<file path="src/rtl/spi_master_pkg.sv">
// -----------------------------------------------------------------------------
// spi_master_pkg
// Shared definitions for the SPI initiator and the slave-side decode:
//   - spi_state_e   : FSM state encoding (3 bits)
//   - SPI_FRAME_BITS: bits per transaction frame (command byte + data byte)
//   - SPI_CMD_BITS  : bits in the command byte {addr[6:0], rw}
//   - SPI_RW_READ   : value of the rw bit that selects a read
//   - is_data_bit() : true when a frame bit index falls in the data byte
// No ports; imported with `import spi_master_pkg::*;`.
// -----------------------------------------------------------------------------
package spi_master_pkg;

  typedef enum logic [2:0] {
    ST_IDLE  = 3'd0,
    ST_SETUP = 3'd1,
    ST_SHIFT = 3'd2,
    ST_HOLD  = 3'd3,
    ST_GAP   = 3'd4
  } spi_state_e;

  localparam int         SPI_FRAME_BITS = 16;
  localparam int         SPI_CMD_BITS   = 8;
  localparam logic       SPI_RW_READ    = 1'b1;
  localparam logic [3:0] SPI_LAST_BIT   = 4'(SPI_FRAME_BITS - 1);

  // Bits 0..7 of a frame carry the command, 8..15 carry the data byte.
  function automatic logic is_data_bit(input logic [3:0] bit_idx);
    return (bit_idx >= 4'(SPI_CMD_BITS));
  endfunction

endpackage : spi_master_pkg

</file>
<file path="src/rtl/spi_sclk_gen.sv">
// -----------------------------------------------------------------------------
// spi_sclk_gen
// Divider that paces the SPI master. Counts 0..DIVIDER-1 while enabled and
// flags the last clk of every SCLK half-period.
// Parameters:
//   DIVIDER   clk cycles per SCLK half-period (>= 4)
// Ports:
//   clk        in  1  system clock
//   reset_n    in  1  synchronous active-low reset
//   enable     in  1  count while high; counter held at 0 while low
//   half_tick  out 1  high on the last clk of each half-period
// -----------------------------------------------------------------------------
module spi_sclk_gen #(
  parameter int DIVIDER = 16
) (
  input  logic clk,
  input  logic reset_n,
  input  logic enable,
  output logic half_tick
);

  localparam int            CW       = (DIVIDER > 1) ? $clog2(DIVIDER) : 1;
  localparam logic [CW-1:0] DIV_LAST = CW'(DIVIDER - 1);

  logic [CW-1:0] div_q;
  logic [CW-1:0] div_d;

  // While disabled the counter sits at zero, so every frame starts with a
  // full-length first half-period regardless of what happened before.
  always_comb begin
    div_d = '0;
    if (enable) begin
      div_d = (div_q == DIV_LAST) ? '0 : div_q + CW'(1);
    end
  end

  always_ff @(posedge clk) begin
    if (!reset_n) begin
      div_q <= '0;
    end else begin
      div_q <= div_d;
    end
  end

  assign half_tick = enable && (div_q == DIV_LAST);

endmodule : spi_sclk_gen

</file>
<file path="src/rtl/spi_master.sv">
// -----------------------------------------------------------------------------
// spi_master
// SPI initiator, mode 0, MSB first. Each transaction is a 16-bit frame: the
// command byte {addr[6:0], rw} followed by one data byte. Writes shift wdata
// out on MOSI; reads hold MOSI low for the data byte and capture MISO.
// Parameters:
//   DIVIDER   clk cycles per SCLK half-period (>= 4)
// Ports:
//   clk      in  1  system clock
//   reset_n  in  1  synchronous active-low reset
//   start    in  1  request a transaction (sampled only while busy=0)
//   addr     in  7  target address, latched on accept
//   rw       in  1  1=read, 0=write, latched on accept
//   wdata    in  8  write data, latched on accept
//   busy     out 1  high from the cycle after accept until done
//   done     out 1  one-cycle pulse at the end of a transaction
//   rdata    out 8  last read result, updated in the done cycle of a read
//   sclk     out 1  SPI clock, idles low
//   cs       out 1  chip select, active low, idles high
//   mosi     out 1  serial data to slave, idles low
//   miso     in  1  serial data from slave
// All outputs come straight from flops.
// -----------------------------------------------------------------------------
module spi_master
  import spi_master_pkg::*;
#(
  parameter int DIVIDER = 16
) (
  input  logic       clk,
  input  logic       reset_n,
  input  logic       start,
  input  logic [6:0] addr,
  input  logic       rw,
  input  logic [7:0] wdata,
  output logic       busy,
  output logic       done,
  output logic [7:0] rdata,
  output logic       sclk,
  output logic       cs,
  output logic       mosi,
  input  logic       miso
);

  spi_state_e  state_q, state_d;
  logic [15:0] shreg_q, shreg_d;
  logic        rw_q, rw_d;
  logic [3:0]  bit_q, bit_d;
  logic        phase_q, phase_d;
  logic [7:0]  rx_q, rx_d;
  logic        busy_q, busy_d;
  logic        done_q, done_d;
  logic [7:0]  rdata_q, rdata_d;
  logic        sclk_q, sclk_d;
  logic        cs_q, cs_d;
  logic        mosi_q, mosi_d;

  logic        half_tick;
  logic [3:0]  bit_next;

  spi_sclk_gen #(
    .DIVIDER (DIVIDER)
  ) u_sclk_gen (
    .clk       (clk),
    .reset_n   (reset_n),
    .enable    (state_q != ST_IDLE),
    .half_tick (half_tick)
  );

  assign bit_next = bit_q + 4'd1;

  // Next-state and output logic. The frame walks SETUP -> SHIFT -> HOLD ->
  // GAP, each step paced by half_tick. After GAP the FSM is back in IDLE but
  // busy is still high for one cycle; that cycle retires the frame (raises
  // done, publishes read data) and keeps a start held high from being taken
  // until the done cycle itself. The shift register rotates rather than
  // shifts, and MOSI is loaded one bit ahead from shreg_q[14]. Read frames
  // force MOSI low through the data byte.
  always_comb begin
    state_d = state_q;
    shreg_d = shreg_q;
    rw_d    = rw_q;
    bit_d   = bit_q;
    phase_d = phase_q;
    rx_d    = rx_q;
    busy_d  = busy_q;
    done_d  = 1'b0;
    rdata_d = rdata_q;
    sclk_d  = sclk_q;
    cs_d    = cs_q;
    mosi_d  = mosi_q;

    unique case (state_q)
      ST_IDLE: begin
        sclk_d = 1'b0;
        cs_d   = 1'b1;
        mosi_d = 1'b0;
        if (busy_q) begin
          busy_d = 1'b0;
          done_d = 1'b1;
          if (rw_q == SPI_RW_READ) begin
            rdata_d = rx_q;
          end
        end else if (start) begin
          state_d = ST_SETUP;
          shreg_d = {addr, rw, wdata};
          rw_d    = rw;
          bit_d   = 4'd0;
          phase_d = 1'b0;
          busy_d  = 1'b1;
          cs_d    = 1'b0;
          mosi_d  = addr[6];
        end
      end

      ST_SETUP: begin
        if (half_tick) begin
          state_d = ST_SHIFT;
          phase_d = 1'b0;
        end
      end

      ST_SHIFT: begin
        if (half_tick) begin
          if (!phase_q) begin
            phase_d = 1'b1;
            sclk_d  = 1'b1;
          end else begin
            phase_d = 1'b0;
            sclk_d  = 1'b0;
            if (is_data_bit(bit_q)) begin
              rx_d = {rx_q[6:0], miso};
            end
            if (bit_q == SPI_LAST_BIT) begin
              state_d = ST_HOLD;
              mosi_d  = 1'b0;
            end else begin
              bit_d   = bit_next;
              shreg_d = {shreg_q[14:0], shreg_q[15]};
              if ((rw_q == SPI_RW_READ) && is_data_bit(bit_next)) begin
                mosi_d = 1'b0;
              end else begin
                mosi_d = shreg_q[14];
              end
            end
          end
        end
      end

      ST_HOLD: begin
        if (half_tick) begin
          state_d = ST_GAP;
          cs_d    = 1'b1;
        end
      end

      ST_GAP: begin
        if (half_tick) begin
          state_d = ST_IDLE;
        end
      end

      default: begin
        state_d = ST_IDLE;
      end
    endcase
  end

  // State and output registers; reset abandons any frame in flight without
  // a done pulse.
  always_ff @(posedge clk) begin
    if (!reset_n) begin
      state_q <= ST_IDLE;
      shreg_q <= '0;
      rw_q    <= 1'b0;
      bit_q   <= '0;
      phase_q <= 1'b0;
      rx_q    <= '0;
      busy_q  <= 1'b0;
      done_q  <= 1'b0;
      rdata_q <= '0;
      sclk_q  <= 1'b0;
      cs_q    <= 1'b1;
      mosi_q  <= 1'b0;
    end else begin
      state_q <= state_d;
      shreg_q <= shreg_d;
      rw_q    <= rw_d;
      bit_q   <= bit_d;
      phase_q <= phase_d;
      rx_q    <= rx_d;
      busy_q  <= busy_d;
      done_q  <= done_d;
      rdata_q <= rdata_d;
      sclk_q  <= sclk_d;
      cs_q    <= cs_d;
      mosi_q  <= mosi_d;
    end
  end

  assign busy  = busy_q;
  assign done  = done_q;
  assign rdata = rdata_q;
  assign sclk  = sclk_q;
  assign cs    = cs_q;
  assign mosi  = mosi_q;

endmodule : spi_master

</file>
<file path="config.mk">
export PLATFORM = sky130hd
export DESIGN_NAME = spi_master
export DESIGN_NICKNAME = d
export VERILOG_FILES = /design/src/rtl/spi_master_pkg.sv /design/src/rtl/spi_sclk_gen.sv /design/src/rtl/spi_master.sv
export SDC_FILE = /design/constraint.sdc
export NUM_CORES = 1
export LEC_CHECK = 0
export ABC_CLOCK_PERIOD_IN_PS = 3030
export CAP_MARGIN = 25
export CORE_ASPECT_RATIO = 0.7
export CORE_UTILIZATION = 40
export DETAILED_ROUTE_END_ITERATION = 8
export SYNTH_ARGS = -nofsm -noshare
export SYNTH_HDL_FRONTEND = slang
export SYNTH_HIERARCHICAL = 1
export SYNTH_SLANG_ARGS = --single-unit
</file>
<file path="constraint.sdc">
create_clock -name clk -period 3.03 [get_ports clk]
set_clock_uncertainty 0.1 [all_clocks]
set_input_delay 0.606 -clock clk [delete_from_list [all_inputs] [get_ports clk]]
set_output_delay 0.606 -clock clk [all_outputs]
set_load 0.005 [all_outputs]
</file>
After elaboration in Yosys (flattened, before gate mapping)
Cells that the tools add are included.
{"block": "op_classes", "n_addsub": 2, "n_lt_le_gt_ge": 2, "n_eq_ne": 15, "muxes": 42, "bitwise_logic": 3, "n_reduce_logical": 18}
{"operator": "$mux 16", "n": 5}
{"operator": "$pmux 16 s2", "n": 1}
{"operator": "$mux 3", "n": 8}
{"operator": "$mux 4", "n": 5}
{"operator": "$ne 2x2->1 const B", "n": 9}
{"operator": "$mux 1", "n": 17}
{"operator": "$pmux 3 s5", "n": 1}
{"operator": "$reduce_and 3->1", "n": 3}
{"operator": "$add 4x1->4 const B", "n": 2}
{"operator": "$eq 4x4->1 const B", "n": 2}
{"operator": "$ge 4x4->1 const B", "n": 2}
{"operator": "$pmux 4 s2", "n": 1}
{"operator": "$reduce_and 8->1", "n": 1}
{"operator": "$eq 3x2->1 const B", "n": 2}
{"operator": "$pmux 1 s2", "n": 3}
{"operator": "$reduce_and 2->1", "n": 3}
{"operator": "$reduce_and 6->1", "n": 1}
{"operator": "$reduce_bool 3->1", "n": 2}
{"operator": "$reduce_and 5->1", "n": 1}
{"operator": "$reduce_and 4->1", "n": 1}
{"operator": "$reduce_bool 2->1", "n": 2}
{"operator": "$eq 3x1->1 const B", "n": 1}
{"operator": "$eq 3x3->1 const B", "n": 1}
{"operator": "$logic_not 3->1", "n": 1}
{"operator": "other kinds (4)", "n": 7}
{"block": "totals", "ff_bits": 50, "input_bits": 20, "wordCells": 95}

Logic depth before layout (Yosys ltp)
Gate-level depths: netlist of the first run.
{"block": "depth", "word_depth": 8, "mapped_depth": 12}

Hierarchy
Netlist of the first run, hierarchy kept.
{"mod": "spi_master", "instances": 1, "cells_each": 241, "area_per_inst_um2": 2139.6, "seq_area_each_um2": 920.9}
{"mod": "spi_sclk_gen", "instances": 1, "cells_each": 17, "area_per_inst_um2": 156.4, "seq_area_each_um2": 80.1}

Worst setup path after synthesis of the first run
No wires, ideal clock.
{"block": "synth_timing", "path_type": "reg-to-reg", "startpoint": "register state_q[2]", "endpoint": "register bit_q[1]", "arrival_ns": 2.293, "path_slack_ns": 0.566, "stages_incl_launch_ff": 13, "path_buffers": 4, "synth_period_minus_slack_ns": 2.464, "cell_sequence": "dfxtp_1 buf_2 nor3_1 inv_1 inv_1 nor2_1 buf_2 a21boi_1 a2111oi_4 and2_1 buf_2 buf_6 mux2i_1"}
{"block": "synth_between", "elab_chain_len": 4, "elab_cells_between_ends": 12, "classes_between": "6 x eq/ne; 1 x mux; 5 x reduce/logical"}
{"element": "start: declaration", "line": "spi_master.sv:44", "text": "spi_state_e state_q, state_d;"}
{"element": "start signal: assignment", "line": "spi_master.sv:185", "text": "state_q <= state_d;"}
{"element": "$reduce_bool 3->1", "line": "spi_master.sv:65", "text": ".enable (state_q != ST_IDLE),"}
{"element": "$logic_and 1x1->1", "line": "spi_sclk_gen.sv:45", "text": "assign half_tick = enable && (div_q == DIV_LAST);"}
{"element": "via half_tick", "line": "spi_master.sv:57", "text": "logic half_tick;"}
{"element": "$ne 2x2->1 (no source line)"}
{"element": "$reduce_and 6->1 (no source line)"}
{"element": "end signal: assignment", "line": "spi_master.sv:188", "text": "bit_q <= bit_d;"}
{"element": "end: declaration", "line": "spi_master.sv:47", "text": "logic [3:0] bit_q, bit_d;"}
The timed path passes the listed nets, and every way through them passes these cells.
A chain may end at the register's enable or synchronous reset.

Worst setup path after layout of the first run
{"block": "layout_timing", "startpoint": "register u_sclk_gen.div_q[0]", "endpoint": "register shreg_q[11]"}
{"block": "layout_between", "elab_chain_len": 4}
{"element": "start: declaration", "line": "spi_sclk_gen.sv:25", "text": "logic [CW-1:0] div_q;"}
{"element": "start signal: assignment", "line": "spi_sclk_gen.sv:41", "text": "div_q <= div_d;"}
{"element": "$eq 4x4->1", "line": "spi_sclk_gen.sv:45"}
{"element": "$logic_and 1x1->1", "line": "spi_sclk_gen.sv:45"}
{"element": "via half_tick", "line": "spi_master.sv:57"}
{"element": "$ne 2x2->1 (no source line)"}
{"element": "$reduce_and 6->1 (no source line)"}
{"element": "end signal: assignment", "line": "spi_master.sv:186", "text": "shreg_q <= shreg_d;"}
{"element": "end: declaration", "line": "spi_master.sv:45", "text": "logic [15:0] shreg_q, shreg_d;"}
The timed path passes the listed nets, and every way through them passes these cells.

==> metrics.md, run 1 <==
| Metric | Value |
|---|---|
| Yosys top cell by area | dfxtp_1 |
| CP Data Arrival Time | 2360 ps |
| Hold WC Path Type | reg2reg |
| Largest net degree at the start of global routing | 40 |
| Vias in the first global route | 1629 |
| Mapped Nets | 281 |
| Share of flip-flops with an asynchronous set or reset | 0 |
| DRT Pass-1 Iters | 4 |
| Pwr Total | 1980 uW |
| Residual DRC count | 0 |
| Number of hold buffers added after cts | 0 |
| Worst path bufs/invs | 1 |
| DIE AREA | 6050 um2 |
| CP max stage cell | dfxtp_1 |
| Synth-to-Final Area Change | 21.7% |
| Via/cell ratio | 5.17 |
| Tmin final | 2250 ps |
| Crit start category | flop |
| Final hold viol count | 0 |
| Initial DRC Count | ~110 |
| Post-CTS sizing | 0 |
| Pleak | 0.00109 uW |
| Antenna violations before repair | 0 |
| CTS buffer count | 5 |
| Gr ovfl total | 0 |
| Postcts setup bufs | 0 |
| Yosys warning total | 6 |
| Layout cells sized above 1 | 0.105 |
| N_diodes | 0 |
| Num rows | 22 |
| Dpl hpwl | 3.12 mm |
| Sequential share of the synthesized area | 0.436 |
| Max Slew Vio Count | 0 |
| Post-synth top area share | 0.436 |
| Worst Path Max Fanout | 24 |
| Filler cells | 537 |
| Final setup TNS | 0 ps |
| Critical path, cell by cell | ha_1 -> nand3_1 -> nor2_1 -> a21boi_1 -> a2111oi_4 -> buf_4 -> a21oi_1 -> a311oi_2 |
| Max-slew headroom | 0.589 |
| PortBufs | 32 |
| Crit path kind | reg2reg |
| Core Box Area | approximately 5400 um2 |
| Status | completed |
| Synth Register Bits | 50 |
| Nets@finish | 308 |
| Clock Sinks | 50 |
| PD cells | 710 nW/um2 |
| Final period util | 0.742 |
| Max frequency | 0.445 GHz |
| GP Congestion | 0.779 |
| Final core occ | 0.518 |
| Root Driver | clkbuf_8 |
| Vias post-DR | approximately 1900 |
| H-Tree Depth | 2 |
| Actual slew at the worst max-slew pin | 616 ps |
| Chip Height | 65.4 um |
| RSZ-0062 raised after global routing | no |
| CTS Buffer Depth | 2 |
| Critical path required time | 3140 ps |
| Crit path max-delay family | compound AO/OA/AOI/OAI gates |
| Die Wd | approximately 90 um |
| Main flop type after synthesis | dfxtp_1 |
| Detail Route Antenna Nets | 0 |
| Synth unique cells | 38 |
| Netlist Area Pre-Place | between 2000 and 2500 um2 |
| CP peak stage delay | 370 ps |
| Top-count cell post-synth | dfxtp_1 |
| Global-route wire length before repair | 8.04 mm |
| Starting Density | 0.426 |
| Synth top cells by count | dfxtp_1, nand2_1, nor2_1, a21oi_1, mux2i_1 |
| Final setup viols | 0 |
| Clock Latency Late Sink | 290 ps |
| Wirelength per Cell | around 13 um |
| Final WL | 4.74 mm |
| Count of flip-flops with a built-in enable after synthesis | 0 |
| Syn Inst Count | 258 |
| Peak VDD IR | 0.386 mV |
| GRT Total Usage | 0.167 |
| Synth Area per Inst | 8.90 um2 |
| CP endpoint kind | flop |
| I/O pin count | 33 |
| Top cells by area, synth | dfxtp_1, mux2i_1, nand2_1 |
| CTS tree | yes |
| Clock-pin slew on the worst setup and hold paths | 90 ps |
| MaxCap Viol Count | 0 |
## layout make-up
class,count,area [um2],area share
flip-flops and latches,50,1000,0.358
well taps,72,90.1,0.0322
repair buffers,40,393,0.141
multi-input cells,181,1170,0.421
inverters,7,26.3,0.00940
clock inverters,3,40.0,0.0143
clock buffers,5,68.8,0.0246
## power by group
group / switching, uW / internal, uW / leakage, uW
Sequential: 69.7 / 778 / 0.000408
Combinational: 385 / 294 / 0.000622
Clock: 213 / 243 / 0.0000579
Total: 668 / 1320 / 0.00109
## logic make-up (layout without fill, tap and decap cells)
kind of cell	after synthesis	count (layout)	synth area share
and+or+nand+nor	96	96	0.194
xor gates and xnor gates	4	4	0.0153
muxes	18	18	0.0785
buffers and inverters	27	55	0.0523
AOI/OAI and AO/OA	60	60	0.208
adders and majority gates	3	3	0.0164
DFF	50	50	0.436
## layout by cell type (no fill, tap or decap), types with 3 or more instances in the layout
cell type,count
a21oi_1,24
nor3_1,3
clkdlybuf4s50_1,32
ha_1,3
nor2_1,25
dfxtp_1,50
nand3_1,9
o21ai_0,7
mux2i_1,18
nand2_1,45
a311oi_1,8
clkbuf_8,5
buf_4,7
inv_1,7
a311oi_2,9
xor2_1,3
## layer usage
metal	global-route usage	wire length [um]	vias up	share of wire
met5	0	0	-	0
met2	0.244	1940	32	0.41
met1	0.248	2580	857	0.54
met4	0.0352	8	0	0.0017
li1	-	-	960	-
met3	0.0394	210	2	0.044
## registers in the layout, summed over array words and instances, names as in the netlist
register          cells
shreg_q              16
rdata                 8
rx_q                  8
bit_q                 4
u_sclk_gen/div_q      4
state_q               3
busy                  1
cs                    1
done                  1
mosi                  1
phase_q               1
rw_q                  1
sclk                  1
## final timing paths
path                                          start  slack [ps]  depth (start not counted)                   to
worst min register to register  u_sclk_gen/div_q[0]         360                          1  u_sclk_gen/div_q[0]
worst min-delay path            u_sclk_gen/div_q[0]         360                          1  u_sclk_gen/div_q[0]
worst max-delay path            u_sclk_gen/div_q[0]         780                          8          shreg_q[11]
worst max register to register  u_sclk_gen/div_q[0]         780                          8          shreg_q[11]
## through the flow
stage / hold slack [ps] / worst slack [ps] / instances / instance area [um2]
4_1_cts: 364 / 785 / 358 / 2790
3_3_place_gp: 329 / 634 / 350 / 2690
5_1_grt: 386 / 563 / 358 / 2790
6_report: 360 / 783 / 358 / 2790
2_1_floorplan: 318 / 566 / 258 / 2300
3_5_place_dp: 342 / 567 / 350 / 2690
Power figures use the tool's default switching activity.
==> inputs of run 2 (changes only) <==
Settings changed: ABC_CLOCK_PERIOD_IN_PS 3030 to 2150.
Clock period 3.03 ns to 2.15 ns, I/O delays scaled along.
==> metrics.md, run 2 (synthesis gave the netlist of run 1 again) <==
| Metric | Value |
|---|---|
| Antenna violations before repair | 0 (unchanged) |
| Tmin final | 2020 ps (-226 ps) |
| Vias in the first global route | 1739 (+6.8%) |
| Die Wd | 92.6 um (unchanged) |
| Clock Sinks | 50 (unchanged) |
| CTS tree | yes |
| PD cells | 998 nW/um2 (+41%) |
| Core Box Area | 5400 um2 (unchanged) |
| Detail Route Antenna Nets | 0 (unchanged) |
| Largest net degree at the start of global routing | 40 (unchanged) |
| GR Util met1 | 0.258 (+0.00983) |
| Internal | 1870 uW (+42%) |
| Layout cells sized above 1 | 0.166 (+0.0606) |
| Met3 GRT Util | 0.0394 (unchanged) |
| N_diodes | 0 (unchanged) |
| DP Area | 2760 um2 (+2.8%) |
| Final period util | 0.940 (+0.198) |
| Busiest grt layer | met1 |
| Critical path, cell by cell | ha_2 -> nand3_2 -> nor2_2 -> a21boi_2 -> a2111oi_4 -> buf_4 -> clkbuf_4 -> a21oi_1 -> a311oi_2 |
| Gr ovfl total | 0 (unchanged) |
| Final instance area | 2900 um2 (+3.8%) |
| GP Congestion | 0.796 (+2.2%) |
| Combinational Power Share | 0.390 (+0.048) |
| CP max stage cell | dfxtp_2 |
| Vias post-DR | 1917 (+3.6%) |
| Max Slew Vio Count | 0 (unchanged) |
| Crit start category | flop |
| Commonest non-fill, non-tap cell in the layout | dfxtp_1 |
| Worst path bufs/invs | 2 (+1) |
| Root Driver | clkbuf_8 |
| Final core occ | 0.538 (+0.0197) |
| CP peak stage delay | 350 ps (-20 ps) |
| Nets@finish | 318 (+3.2%) |
| CP endpoint kind | flop |
| Final hold viol count | 0 (unchanged) |
| Peak VDD IR | 0.347 mV (-10%) |
| Most frequent cells in the layout | dfxtp_1, nand2_1, clkdlybuf4s50_1, nor2_1, a21oi_1 |
| Hold WC Path Type | reg2reg |
| Clock-pin slew on the worst setup and hold paths | 100 ps (about the same) |
| CTS Buffer Depth | 2 (unchanged) |
| Final setup viols | 0 (unchanged) |
| Number of hold buffers added after cts | 0 (unchanged) |
| Initial DRC Count | 79 (-29%) |
| DRT Pass-1 Iters | 5 (+1) |
| Worst Path Max Fanout | 7 (-71%) |
| Crit path max-delay family | compound AO/OA/AOI/OAI gates |
| Status | completed |
| Num rows | 22 (unchanged) |
| DIE AREA | 6050 um2 (unchanged) |
| Synth-to-Final Area Change | 26.3% |
| Dpl hpwl | 3.27 mm (+4.9%) |
| GRT Total Usage | 0.173 (+0.00610) |
| Post-Place Cells | 357 (+2.0%) |
| Pleak | 0.00113 uW (+3.9%) |
| I/O pin count | 33 (unchanged) |
| Critical path required time | 2270 ps (-870 ps) |
| Sw power | 1030 uW (+54%) |
| H-Tree Depth | 2 (unchanged) |
| Crit path kind | reg2reg |
| CP Data Arrival Time | 2140 ps (-220 ps) |
| CTS buffer count | 5 (unchanged) |
| Max frequency | 0.495 GHz (+11%) |
| Top reg by flops | shreg_q |
| Residual DRC count | 0 (unchanged) |
| MaxCap Viol Count | 0 (unchanged) |
| Global-route wire length before repair | 8.33 mm (+3.6%) |
| Net Sw Frac | 0.355 (+0.0180) |
| PortBufs | 32 (unchanged) |
| Part of the power in registers | 0.413 (-0.015) |
| Starting Density | 0.426 (unchanged) |
| Finished Layout Cells | 368 (+2.8%) |
| Final WL | 5.04 mm (+6.2%) |
| Max-slew headroom | 0.638 (+0.0491) |
| Pwr Total | 2890 uW (+46%) |
| Chip Height | 65.4 um (unchanged) |
| Via/cell ratio | 5.21 (+0.75%) |
| Wirelength per Cell | 13.7 um (+3.4%) |
| GR Layer Usage met2 | 0.251 (+0.00741) |
| Clk pwr share | 0.197 (-0.033) |
| Max reg flops | 16 (unchanged) |
| Actual slew at the worst max-slew pin | 542 ps (-73.7 ps) |
| Clock Latency Late Sink | 300 ps (about the same) |
## run 2: changes by cell type in the layout (fill, tap and decap cells not counted), sizes merged
cell,before,now
bufinv,1,0
clkinvlp,0,1
clkinv,2,1
clkbuf,5,6
buf,8,17
inv,7,8
## run 2: timing repair
action	CTS	global route
buffers inserted	0	1
resized for setup	0	9
endpoints found under the setup margin	0	12
## run 2: final cells by class
class,instances,area (um2)
inverters,7,26.3
repair buffers,50,485
well taps,72,90.1
fillers,534,2490
flip-flops and latches,50,1000
clock buffers,5,68.8
multi-input cells,181,1200
clock inverters,3,25.0
## run 2: power groups by stage
stage                     Sequential (uW)  Combinational (uW)  Clock, uW
final                                1200                1130        570
after global routing                 1220                1240        628
after CTS                            1190                1060        588
after detailed placement             1210                1050          0
after global placement               1220                1040          0
after floorplan                      1190                 743          0
## run 2: routing by layer
| metal | wire length (um) | part of all wire |
|---|---|---|
| met5 | 0 | 0 |
| met4 | 17 | 0.0034 |
| met3 | 198 | 0.039 |
| met2 | 2160 | 0.43 |
| met1 | 2670 | 0.53 |
## run 2: final timing paths
path | to | from | slack [ps] | depth (start not counted)
min reg2reg | u_sclk_gen/div_q[0] | u_sclk_gen/div_q[0] | 330 | 1
max reg2reg | shreg_q[14] | u_sclk_gen/div_q[0] | 130 | 9
max | shreg_q[14] | u_sclk_gen/div_q[0] | 130 | 9
min | u_sclk_gen/div_q[0] | u_sclk_gen/div_q[0] | 330 | 1
## run 2: per-stage QoR
step	setup WS, ps	TNS, ps	hold slack (ps)
after floorplan	-5.61	-5.61	318
after global placement	-25.3	-296	338
after detailed placement	-83.8	-984	344
after CTS	154	0	359
after global routing	-4.91	-8.09	355
final	129	0	328
==> edit: new RTL, config.mk and constraints of run 2 <==
`shreg_q`, `rx_q` and `rdata_q` no longer have a reset.
--- a/src/rtl/spi_master.sv
+++ b/src/rtl/spi_master.sv
@@ -170,31 +170,31 @@
   always_ff @(posedge clk) begin
     if (!reset_n) begin
       state_q <= ST_IDLE;
-      shreg_q <= '0;
       rw_q    <= 1'b0;
       bit_q   <= '0;
       phase_q <= 1'b0;
-      rx_q    <= '0;
       busy_q  <= 1'b0;
       done_q  <= 1'b0;
-      rdata_q <= '0;
       sclk_q  <= 1'b0;
       cs_q    <= 1'b1;
       mosi_q  <= 1'b0;
     end else begin
       state_q <= state_d;
-      shreg_q <= shreg_d;
       rw_q    <= rw_d;
       bit_q   <= bit_d;
       phase_q <= phase_d;
-      rx_q    <= rx_d;
       busy_q  <= busy_d;
       done_q  <= done_d;
-      rdata_q <= rdata_d;
       sclk_q  <= sclk_d;
       cs_q    <= cs_d;
       mosi_q  <= mosi_d;
     end
+  end
+
+  always_ff @(posedge clk) begin
+    shreg_q <= shreg_d;
+    rx_q    <= rx_d;
+    rdata_q <= rdata_d;
   end
 
   assign busy  = busy_q;
Behaviour: same outputs for any inputs over 10 cycles, from zero or initial values and one cycle with reset_n low; that may be too few to reach the edited logic, so the function may still have changed.
==> edit against run 2 <==
  * Via count decreased by 30%
  * Global-route usage decreased by 1.8 points
  * Largest cell class is now registers
  * Maximum frequency increased by 4.4%
  * First-iteration DRC count down 54%
  * Synthesized area is 9.8% lower
  * Non-clock buffer count down 5
  * Wire length fell by 23%
  * Cell area shrank 7.7%
  * Sequential cell count is the same
  * Worst setup slack better by 0.086 ns
Power is not compared: it rests on default switching activity, and its combinational part moved more than twofold at a synthesized area within 25%.
==> edit: results (changes against run 2) <==
outcome = completed
crit share post-route = 0.900 (-0.0398)
total CTS buffers = 5 (unchanged)
first-pass GRT wire length = 6400 um (-23%)
Post-Synth Adder-Cell Area = 0.0181 (+0.00178)
Pleak = 0.000963 uW
FF-to-FF setup slack = 0.21 ns (+0.09 ns)
I/O Buffers = 32 (unchanged)
final net count = 227 (-29%)
dominant synthesized flop cell = edfxtp_1
routability congestion estimate = 0.829 (+4.2%)
synth unique cells = 37 (-2.6%)
Placement Setup Slack = -0.0601 ns (+0.0237 ns)
Root Driver = clkbuf_8
vias in the first global route = 1350 (-22%)
Crit Path Max Fanout = 4 (-3)
most frequent cells after synthesis = edfxtp_1, dfxtp_1, mux2_2
Peak VDD IR = 0.295 mV
Async SR Flop Fraction = 0 (unchanged)
Net Count, Synth = 182 (-35%)
largest net degree at the start of global routing = 20 (-50%)
Fillers = 421 (-21%)
GRT Overall Usage = 0.155 (-0.0179)
initial DRC count = 36 (-54%)
hold_ws = 0.355 ns (+0.0266 ns)
maximum root-to-sink buffer count = 2 (unchanged)
sequential area share after synthesis = 0.638 (+0.202)
WL/cell = 14.2 um (+3.7%)
Syn. warnings = 6 (unchanged)
critical path arrival = 2.06 ns (-0.08 ns)
initial antenna violation count = 0 (unchanged)
worst min-delay path class = reg -> reg
drt first pass iters = 4 (-1)
fraction of layout cells with a size suffix above 1 = 0.224 (+0.0588)
number of synthesized flops with an enable pin = 32 (+32)
H-tree depth = 2 (unchanged)
CTS clk-pin slew, worst paths = 0.10 ns (about the same)
Largest register FFs = 16 (unchanged)
Vias = 1339 (-30%)
Synth area leader = edfxtp_1
hpwl dp = 2810 um (-14%)
Worst slew margin = 0.756 (+0.119)
Area contributors post-synth = edfxtp_1, dfxtp_1, mux2_2
number of diodes = 0 (unchanged)
compound-cell area share of the yosys netlist = 0.0610 (-0.147)
mux cell area share after synthesis = 0.0973 (+0.0188)
Synth Area in XOR/XNOR = 0.0169 (+0.00166)
Skew-Pair Late Insertion Delay = 0.31 ns
## edit: cell count changes after synthesis, moves of 17 or more
cell / change
nand2_1: -39
edfxtp_1: +32
mux2i_1: -17
a21oi_1: -17
mux2_2: +17
dfxtp_1: -32
## edit: kinds of logic (layout without fill, tap and decap cells)
group	Yosys count	after routing
buf+inv	14	60
flops	50	50
xor+xnor	4	4
fa+ha+maj	3	3
mux	18	18
simple gates	50	50
compound gates	20	20
## edit: metal layers
layer	GRT usage	routed length, um	vias up	part of all wire
li1	-	-	667	-
met1	0.216	1900	645	0.49
met2	0.234	1830	19	0.47
met3	0.0399	103	8	0.026
met4	0.0553	53	0	0.014
met5	0	0	-	0
## edit: stage by stage
| step | std cells | TNS (ns) | util | power, uW | instance area, um^2 |
|---|---|---|---|---|---|
| global route | 274 | 0 | 0.548 | 1960 | 2680 |
| detailed placement | 266 | -0.991 | 0.523 | 1230 | 2560 |
| CTS | 274 | 0 | 0.547 | 1910 | 2680 |
| finish | 274 | 0 | 0.548 | 1900 | 2680 |
| global placement | 266 | -0.981 | 0.523 | 1230 | 2560 |
| floorplan | 159 | 0 | - | 1150 | 2100 |
## edit: worst paths after layout
| kind | start | end | cells past startpoint |
|---|---|---|---|
| min reg2reg | rx_q[6] | rx_q[7] | 0 |
| max reg2reg | u_sclk_gen/div_q[0] | bit_q[0] | 7 |
| max | u_sclk_gen/div_q[0] | bit_q[0] | 7 |
| min | rx_q[6] | rx_q[7] | 0 |
## edit: layout make-up
cell class                 instances  area share
timing repair buffer              45       0.161
clock inverter                     3      0.0182
tap                               69      0.0323
clock buffer                       5      0.0257
inverter                           7     0.00982
sequential                        50       0.494
multi-input combinational         95       0.259
## edit: timing repair
item                       4_1_cts  5_1_grt
setup buffers                    0        0
setup endpoints to repair        0        8
gates resized for setup          0        1
## edit: worst max-delay path, cell delays in order (launching register included)
cell      delay [ns]
dfxtp_1         0.36
ha_1            0.20
nand3_1         0.12
nor2_1          0.22
nand3_1         0.13
nand2b_4        0.18
or4_1           0.46
o31ai_1         0.07
## edit: power by group
group          internal [uW]  switching, uW
registers               1050           12.2
clock network            355            332
logic                   84.5           61.3
